--- config.mk ---
export PLATFORM = sky130hd
export DESIGN_NAME = wb_arbiter_regfile
export DESIGN_NICKNAME = d
export VERILOG_FILES = /design/src/rtl/wb_arbiter_regfile.sv
export SDC_FILE = /design/constraint.sdc
export NUM_CORES = 2
export LEC_CHECK = 0
export ABC_CLOCK_PERIOD_IN_PS = 4140
export BUFFER_PORTS_ARGS = -buffer_cell sky130_fd_sc_hd__buf_2
export CORE_MARGIN = 4
export CORE_UTILIZATION = 45
export CTS_CLUSTER_DIAMETER = 80
export DETAILED_ROUTE_END_ITERATION = 10
export GPL_ROUTABILITY_DRIVEN = 0
export GPL_TIMING_DRIVEN = 0
export HOLD_SLACK_MARGIN = 0.06
export PLACE_DENSITY = 0.63
export SLEW_MARGIN = 20
export SYNTH_ARGS = -nofsm -noshare
export SYNTH_HDL_FRONTEND = slang
export SYNTH_SLANG_ARGS = --single-unit
--- constraint.sdc ---
create_clock -name clk_i -period 4.14 [get_ports clk_i]
set_input_delay 0.621 -clock clk_i [delete_from_list [all_inputs] [get_ports clk_i]]
set_output_delay 0.621 -clock clk_i [all_outputs]
set_load 0.1 [all_outputs]
--- src/rtl/wb_arbiter_regfile.sv ---
`default_nettype none
// ============================================================================
//  Module   : wb_arbiter_regfile
//  Purpose  : Writeback stage and integer register file for the in-order
//             core. NUM_CH producers compete for the single GPR write port
//             through a round-robin valid/ready arbiter. A per-register
//             pending counter flags RAW hazards to decode. Two combinational
//             read ports with write-first bypass feed decode.
//  Ports    : clk_i, rst_ni            clock, async active-low reset
//             ch_valid_i/ch_ready_o    per-channel handshake (ready one-hot)
//             ch_rd_i/ch_data_i        per-channel destination and result
//             ch_link_i                result is a PC, commit PC+4
//             rsv_en_i/rsv_rd_i        decoder reservation of a destination
//             rsv_full_o               pending counter of rsv_rd_i saturated
//             rs{1,2}_addr_i           read addresses
//             rs{1,2}_data_o           read data (bypassed)
//             rs{1,2}_busy_o           register has pending writes
//             wb_valid_o/wb_rd_o/wb_data_o  registered commit record
//             en_trace_i               trace enable (simulation-only facility)
//  Revision : 1.0  initial release
// ============================================================================
module wb_arbiter_regfile #(
    parameter int XLEN   = 32,
    parameter int NUM_CH = 3,
    parameter int NREG   = 32,
    parameter int PEND_W = 2
) (
    input  logic                            clk_i,
    input  logic                            rst_ni,
    input  logic [NUM_CH-1:0]               ch_valid_i,
    output logic [NUM_CH-1:0]               ch_ready_o,
    input  logic [NUM_CH*$clog2(NREG)-1:0]  ch_rd_i,
    input  logic [NUM_CH*XLEN-1:0]          ch_data_i,
    input  logic [NUM_CH-1:0]               ch_link_i,
    input  logic                            rsv_en_i,
    input  logic [$clog2(NREG)-1:0]         rsv_rd_i,
    output logic                            rsv_full_o,
    input  logic [$clog2(NREG)-1:0]         rs1_addr_i,
    input  logic [$clog2(NREG)-1:0]         rs2_addr_i,
    output logic [XLEN-1:0]                 rs1_data_o,
    output logic [XLEN-1:0]                 rs2_data_o,
    output logic                            rs1_busy_o,
    output logic                            rs2_busy_o,
    output logic                            wb_valid_o,
    output logic [$clog2(NREG)-1:0]         wb_rd_o,
    output logic [XLEN-1:0]                 wb_data_o,
    input  logic                            en_trace_i
);

    localparam int AW = $clog2(NREG);
    // Pointer width kept at least 1 so a single-channel build still elaborates.
    localparam int PW = (NUM_CH > 1) ? $clog2(NUM_CH) : 1;
    localparam logic [PEND_W-1:0] CNT_MAX = '1;

    // Trace logging is a simulation-side facility; the synthesizable block
    // only carries the enable through the interface.
    wire unused_trace = &{1'b0, en_trace_i};

    // ------------------------------------------------------------------
    // State
    // ------------------------------------------------------------------
    logic [PW-1:0]     rr_ptr_q, rr_ptr_d;
    logic [XLEN-1:0]   gpr_q [NREG];
    logic [PEND_W-1:0] cnt_q [NREG];
    logic [PEND_W-1:0] cnt_d [NREG];
    logic              wb_valid_q;
    logic [AW-1:0]     wb_rd_q, wb_rd_d;
    logic [XLEN-1:0]   wb_data_q, wb_data_d;

    // Channel index rr_ptr+offset, wrapped at NUM_CH (offset < NUM_CH).
    function automatic logic [PW-1:0] f_wrap(input int v);
        int w;
        w = v;
        if (w >= NUM_CH) w = w - NUM_CH;
        return PW'(w);
    endfunction

    // ------------------------------------------------------------------
    // Round-robin arbiter
    // ------------------------------------------------------------------
    logic          grant_vld;
    logic [PW-1:0] grant_idx;

    // Scan offsets from highest to lowest so the closest valid channel at
    // or after rr_ptr is the last one written, i.e. the winner.
    always_comb begin
        grant_vld = 1'b0;
        grant_idx = '0;
        for (int k = NUM_CH - 1; k >= 0; k--) begin
            if (ch_valid_i[f_wrap(int'(rr_ptr_q) + k)]) begin
                grant_vld = 1'b1;
                grant_idx = f_wrap(int'(rr_ptr_q) + k);
            end
        end
    end

    always_comb begin
        ch_ready_o = '0;
        if (grant_vld) ch_ready_o[grant_idx] = 1'b1;
    end

    // Ready is only ever raised towards a valid channel, so a grant is an accept.
    logic            accept;
    logic [AW-1:0]   sel_rd;
    logic [XLEN-1:0] sel_data;
    logic            sel_link;
    logic [XLEN-1:0] wr_value;
    logic            wr_en;

    assign accept   = grant_vld;
    assign sel_rd   = ch_rd_i[int'(grant_idx) * AW +: AW];
    assign sel_data = ch_data_i[int'(grant_idx) * XLEN +: XLEN];
    assign sel_link = ch_link_i[grant_idx];
    // Link results commit PC+4; the carry out of the adder is discarded.
    assign wr_value = sel_link ? (sel_data + XLEN'(4)) : sel_data;
    assign wr_en    = accept && (sel_rd != '0);

    assign rr_ptr_d = accept ? f_wrap(int'(grant_idx) + 1) : rr_ptr_q;

    // ------------------------------------------------------------------
    // Read ports with write-first bypass
    // ------------------------------------------------------------------
    always_comb begin
        rs1_data_o = gpr_q[rs1_addr_i];
        if (rs1_addr_i == '0)                     rs1_data_o = '0;
        else if (accept && (sel_rd == rs1_addr_i)) rs1_data_o = wr_value;
    end

    always_comb begin
        rs2_data_o = gpr_q[rs2_addr_i];
        if (rs2_addr_i == '0)                     rs2_data_o = '0;
        else if (accept && (sel_rd == rs2_addr_i)) rs2_data_o = wr_value;
    end

    // ------------------------------------------------------------------
    // Pending-write scoreboard
    // ------------------------------------------------------------------
    assign rsv_full_o = (rsv_rd_i != '0) && (cnt_q[rsv_rd_i] == CNT_MAX);
    assign rs1_busy_o = (rs1_addr_i != '0) && (cnt_q[rs1_addr_i] != '0);
    assign rs2_busy_o = (rs2_addr_i != '0) && (cnt_q[rs2_addr_i] != '0);

    logic rsv_ok;
    assign rsv_ok = rsv_en_i && !rsv_full_o;

    // A reserve and a writeback on the same register cancel out. A
    // writeback with nothing pending leaves the counter at zero.
    always_comb begin
        for (int r = 0; r < NREG; r++) begin
            cnt_d[r] = cnt_q[r];
            if (r != 0) begin
                if (rsv_ok && (rsv_rd_i == AW'(r))) begin
                    if (!(accept && (sel_rd == AW'(r))))
                        cnt_d[r] = cnt_q[r] + 1'b1;
                end else if (accept && (sel_rd == AW'(r)) && (cnt_q[r] != '0)) begin
                    cnt_d[r] = cnt_q[r] - 1'b1;
                end
            end
        end
    end

    // ------------------------------------------------------------------
    // Commit record
    // ------------------------------------------------------------------
    assign wb_rd_d   = accept ? sel_rd   : wb_rd_q;
    assign wb_data_d = accept ? wr_value : wb_data_q;

    assign wb_valid_o = wb_valid_q;
    assign wb_rd_o    = wb_rd_q;
    assign wb_data_o  = wb_data_q;

    // ------------------------------------------------------------------
    // Sequential state
    // ------------------------------------------------------------------
    always_ff @(posedge clk_i or negedge rst_ni) begin
        if (!rst_ni) begin
            rr_ptr_q   <= '0;
            wb_valid_q <= 1'b0;
            wb_rd_q    <= '0;
            wb_data_q  <= '0;
            for (int r = 0; r < NREG; r++) begin
                gpr_q[r] <= '0;
                cnt_q[r] <= '0;
            end
        end else begin
            rr_ptr_q   <= rr_ptr_d;
            wb_valid_q <= accept;
            wb_rd_q    <= wb_rd_d;
            wb_data_q  <= wb_data_d;
            for (int r = 0; r < NREG; r++) begin
                cnt_q[r] <= cnt_d[r];
            end
            if (wr_en) gpr_q[sel_rd] <= wr_value;
        end
    end

endmodule
`default_nettype wire

* After elaboration in Yosys (flattened, before gate mapping)
Index checks and enable logic that the tools add are counted.
** Cells by class
- Add/sub/neg operators :: 70
- $mul :: 1
- $lt $le $gt $ge :: 14
- Equal/unequal tests :: 96
- Shift operators :: 2
- Muxes and demuxes :: 137
- Bitwise logic cells :: 4
- Reductions and logical operators :: 204
** Operator list (count)
- bitwise mux 1024 bit :: 1
- binary-select mux 32 bit (select 5 bit) :: 2
- 2-to-1 mux 32 bit :: 10
- 2-to-1 mux 2 bit :: 106
- demux 32 bit (select 5 bit) :: 1
- equality test 5 bit, second input constant :: 32
- nonzero test 2 bit :: 64
- logical AND 1 bit :: 102
- variable part select 96 x 8 -> 32 bit :: 1
- equality test 5 x 4 -> 1 bit, second input constant :: 16
- adder 2 x 1 -> 2 bit, second input constant :: 31
- != test 2 bit, second input constant :: 31
- AND reduction 2 bit :: 31
- subtractor 2 x 1 -> 2 bit, second input constant :: 31
- equality test 5 x 3 -> 1 bit, second input constant :: 8
- adder 32 x 3 -> 32 bit, second input constant :: 1
- binary-select mux 2 bit (select 5 bit) :: 3
- >= comparator 6 bit, second input constant :: 4
- inverter 5 -> 6 bit :: 4
- equality test 5 x 2 -> 1 bit, second input constant :: 4
- nonzero test 5 bit :: 4
- variable part select 15 x 6 -> 5 bit :: 1
- < comparator 2 x 3 -> 1 bit, second input constant :: 4
- equality test 5 x 1 -> 1 bit, second input constant :: 2
- other kinds (16) :: 34
** Word-level totals
- Register bits :: 1126
- Input port bits :: 136
- Word-level logic and storage cells :: 595

* Depth between registers and ports, before layout
- Word-level depth :: 16
- Mapped depth :: 18

* Worst setup path after synthesis
OpenSTA, ideal clock, no wires.
- Path type :: register -> output
- Start :: register rr_ptr_q[0]
- End :: output rs2_data_o[22]
- Arrival :: 5.281 ns
- Required time :: 3.519 ns
- Path slack :: -1.762 ns
- Cell stages (with the launch flop) :: 17
- Path buffers :: 4
- Path through :: dfrtp_1 inv_1 ha_1 nor4b_2 o31a_4 inv_4 buf_4 buf_4 buf_4 nor2_1 a31oi_1 xnor2_1 nand4_1 nor3_4 buf_2 a211oi_1 a211oi_1
** On the way
- Cells in the longest elaborated chain, start to end :: 14
- Elaborated cells on any way between the ends :: 34
- Classes of those cells :: add/sub (6); mul (1); order compare (3); eq/ne (1); shift (2); mux (20); reduce/logical (1)
** Ends and longest elaborated chain
- start: declaration :: line 62 : logic [PW-1:0] rr_ptr_q, rr_ptr_d;
- start signal: assignment :: line 185 : rr_ptr_q <= rr_ptr_d;
- parallel branches: the longest is 12 deep, another holds adder 32 x 3 -> 32 bit
- 2-to-1 mux 32 bit (*) :: line 132 : else if (accept && (sel_rd == rs2_addr_i)) rs2_data_o = wr_value;
- 2-to-1 mux 32 bit (*) :: line 131 : if (rs2_addr_i == '0) rs2_data_o = '0;
- end: declaration :: line 41 : output logic [XLEN-1:0] rs2_data_o,
Every way passes the cells marked *. The select of a mux whose other input is x is not followed.

* Final worst setup path
- Start :: register rr_ptr_q[0]
- End :: output rs1_data_o[17]
** On the way
- Cells in the longest elaborated chain, start to end :: 14
- Elaborated cells on any way between the ends :: 34
- Classes of those cells :: add/sub (6); mul (1); order compare (3); eq/ne (1); shift (2); mux (20); reduce/logical (1)
** Ends and longest elaborated chain
- parallel branches: the longest is 12 deep, another holds adder 32 x 3 -> 32 bit
- 2-to-1 mux 32 bit (*) :: line 126 : else if (accept && (sel_rd == rs1_addr_i)) rs1_data_o = wr_value;
- 2-to-1 mux 32 bit (*) :: line 125 : if (rs1_addr_i == '0) rs1_data_o = '0;
- end: declaration :: line 40 : output logic [XLEN-1:0] rs1_data_o,
Marks and branches as above.

==> run metrics <==
status complete, but fails checks; failing checks negative setup slack; Post-DP Area 65650 µm²; Die ar. around 140000 µm²; worst-path fanout max 8; row count approximately 130; remaining routing DRC violations 0; H-tree levels 3; largest net degree at the start of global routing ~140; EDFF count, synth 0; dominant synthesized flop cell dfrtp_1; final core utilization between 50 and 60%; Yosys reg bits approximately 1100; post-synthesis cell type count 81; period utilisation layout 129.9%; post-route worst setup slack -1.238 ns; setup violators final roughly 240; Worst Skew approximately 0.024 ns; Worst setup EP type output pin; final wirelength around 240 mm; Post-DP HPWL around 180 mm; unrepaired setup endpoints after global routing true; area of the multi-input gates between 30000 and 40000 µm²; Final Hold Viols 0; sequential fraction of the synthesis area between 40% and 50%; Slew headroom 11.24%; vias per cell around 6.6; worst hold path class input port to asynchronous set/reset pin; TritonCTS Buffers 119; drt pass-1 iters 8; Synth area leader dfrtp_1; maxcap violations 0; GR Util All Layers between 30% and 40%; Cells after Synth ~5400; first-pass GRT wire length 349.0 mm; Worst EP required ~3.5 ns; Max Slew Vio Count 0; Max Root-Sink Buffers 3; P_leak between 0.03 and 0.04 µW; clk slew on worst S/H paths ~0.06 ns; FILL cells between 10000 and 15000; Max Fclk between 150 and 200 MHz; YS warnings 0; Die Wd about 380 µm; M1 wire length slightly below 90 mm; I/O pin total 244; asr flop ratio synth between 90% and 100%; Yosys top cell area share between 40 and 50%; met2 WL post-DR 108.4 mm; routed length on met3 just over 30 mm; Pwr per Cell Area roughly 860 nW/µm²; Startpoint Class register; Mapped Area between 60000 and 70000 µm²; Core ar. approximately 130000 µm²; CTS root buffer clkbuf_16; ANT nets after route 0; WP data arrival roughly 4.8 ns; synthesized area per cell approximately 11 µm²; Placed Instances about 7400; CTS sink count ~1100; Die H about 380 µm; Slew @ Worst Pin ~1.3 ns; register area 28180 µm²; starting DRC count in detailed routing roughly 6600; Setup TNS -81.84 ns; WS Path Type register to output pin; Hold Slack around 0.36 ns; post-route cell area approximately 74000 µm²; crit path time final around 5.4 ns; share of cells above drive strength 1 between 30% and 40%; Layout area overhead 22.34%; fin cells ~8000; initial antenna violation count 14; grt ovf 0; Synth area leaders dfrtp_1 46%, mux4_2 24%, o21ai_0 7.7%; TritonCTS clock tree built; Routed WL per cell ~31 µm; max layer used met5; via count between 50000 and 60000; Port Buffers between 200 and 250; Clk Latency, worst-skew pair just under 0.8 ns; Peak VDD IR 0.001209 V; Initial Utilization between 40% and 50%; Final nets roughly 6000; Synth Net Count about 5500; vias in the first global route a little over 50000
final cells by class:
cell class | count | share of cell area, %
diodes | 2 | 0.006745
repair buffers | 429 | 5.796
clock buffers | 175 | 4.634
well taps | 1768 | 2.981
inverters | 18 | 0.09443
clock inverters | 39 | 0.7318
plain buffers | 562 | 4.189
multi-input cells | 3676 | 43.59
flip-flops and latches | 1126 | 37.98
critical path: stages, from the launching register on:
cell	delay, ns
dfrtp_1	0.40
buf_6	0.13
ha_4	0.20
nor3b_4	0.17
o31a_4	0.39
buf_4	0.15
a21oi_4	0.13
a221o_1	0.20
buf_4	0.21
nand3_4	0.11
or4_4	0.52
nor3_4	0.27
xnor2_4	0.20
a211oi_4	0.63
buf_12	0.26
logic make-up (layout without fill, tap and decap cells):
group,Yosys count,after routing,synth area share (%)
AO/OA/AOI/OAI,1445,1445,13.59
XOR/XNOR,40,40,0.6519
adder cells (fa/ha/maj),6,6,0.1197
buffers and inverters,585,1223,4.083
flip-flops,1126,1126,46.46
multiplexers,672,672,24.59
other,0,2,0
AND/OR/NAND/NOR,1513,1513,10.51
placed cells by master, fill, tap and decap left out, types with 24 or more instances in the layout:
| cell type | synthesis | final |
|---|---|---|
| clkbuf_16 | 0 | 124 |
| mux4_2 | 654 | 654 |
| nor2b_1 | 61 | 61 |
| a21oi_1 | 141 | 123 |
| clkbuf_8 | 0 | 30 |
| nor3_1 | 53 | 48 |
| clkbuf_2 | 4 | 151 |
| a211oi_1 | 123 | 31 |
| buf_2 | 75 | 252 |
| dfrtp_1 | 1126 | 1125 |
| buf_4 | 8 | 130 |
| o21ai_2 | 60 | 71 |
| nor2_1 | 213 | 200 |
| a211oi_4 | 0 | 72 |
| buf_12 | 2 | 89 |
| a21oi_4 | 7 | 25 |
| clkbuf_1 | 394 | 258 |
| buf_8 | 1 | 24 |
| nand3_1 | 39 | 34 |
| o21ai_1 | 59 | 70 |
| o21ai_0 | 934 | 911 |
| buf_6 | 14 | 53 |
| nand2_1 | 1050 | 1028 |
cell usage after synthesis, types with 6 or more instances:
cell	count
nor2b_1	61
buf_2	75
o21ai_2	60
o21a_1	16
mux4_2	654
clkbuf_1	394
o21ai_1	59
a211oi_1	123
and3_1	14
xor2_1	9
and2_1	15
buf_1	69
nand2_1	1050
o22a_1	9
nand2b_1	8
mux2i_1	15
a21o_1	16
a21oi_2	7
a31oi_1	24
o21ai_0	934
o2bb2ai_1	10
nor3_1	53
a21oi_1	141
buf_4	8
dfrtp_1	1126
xnor2_1	25
nand3_1	39
nand4_1	10
buf_6	14
nand3b_1	6
a21oi_4	7
inv_1	16
nor2_1	213
layer usage:
layer / up-vias / global-route usage, %
met5: - / 0.6175
met4: 6 / 19.20
met3: 772 / 11.58
met2: 3341 / 51.73
met1: 26320 / 43.19
li1: 20780 / -
stage by stage:
| step | setup WS [ns] | total power [µW] |
|---|---|---|
| floorplan | -0.1971 | 37960 |
| CTS | -1.102 | 62060 |
| global route | -1.236 | 66490 |
| detailed placement | -1.495 | 47390 |
| finish | -1.238 | 64110 |
| global placement | -22.38 | 46240 |
where the power goes:
part / switching [µW] / total [µW] / internal, µW
Combinational: 20500 / 33200 / 12700
Clock: 4800 / 11100 / 6310
Sequential: 3940 / 19800 / 15900
flip-flops by register name, indices dropped and copies added (netlist names):
register / flops
wb_rd_o: 5
rr_ptr_q: 2
gpr_q: 1024
wb_valid_o: 1
wb_data_o: 32
cnt_q: 62
what timing repair did:
| action | 4_1_cts | 5_1_grt |
|---|---|---|
| endpoints found under the setup margin | 923 | 913 |
| cloned | 8 | 2 |
| hold buffers | 1 | 0 |
| endpoints found under the hold margin | 65 | 0 |
| setup buffers | 137 | 32 |
| pin swaps | 99 | 42 |
| resized for setup | 574 | 303 |
worst paths after layout:
kind,startpoint,endpoint,slack [ns],depth (start not counted)
max reg2reg,rr_ptr_q[0]$_DFFE_PN0P_,rr_ptr_q[0]$_DFFE_PN0P_,-1.00,40
max in group asynchronous,rst_ni,gpr_q[742]$_DFFE_PN0P_,1.26,6
min reg2reg,gpr_q[1012]$_DFFE_PN0P_,gpr_q[1012]$_DFFE_PN0P_,0.48,1
max,rr_ptr_q[0]$_DFFE_PN0P_,rs1_data_o[17],-1.24,14
min in group clk_i,ch_data_i[0],gpr_q[288]$_DFFE_PN0P_,0.39,3
min,rst_ni,cnt_q[59]$_DFFE_PN0P_,0.36,2
No activity file was read; power rests on OpenSTA's default activity.
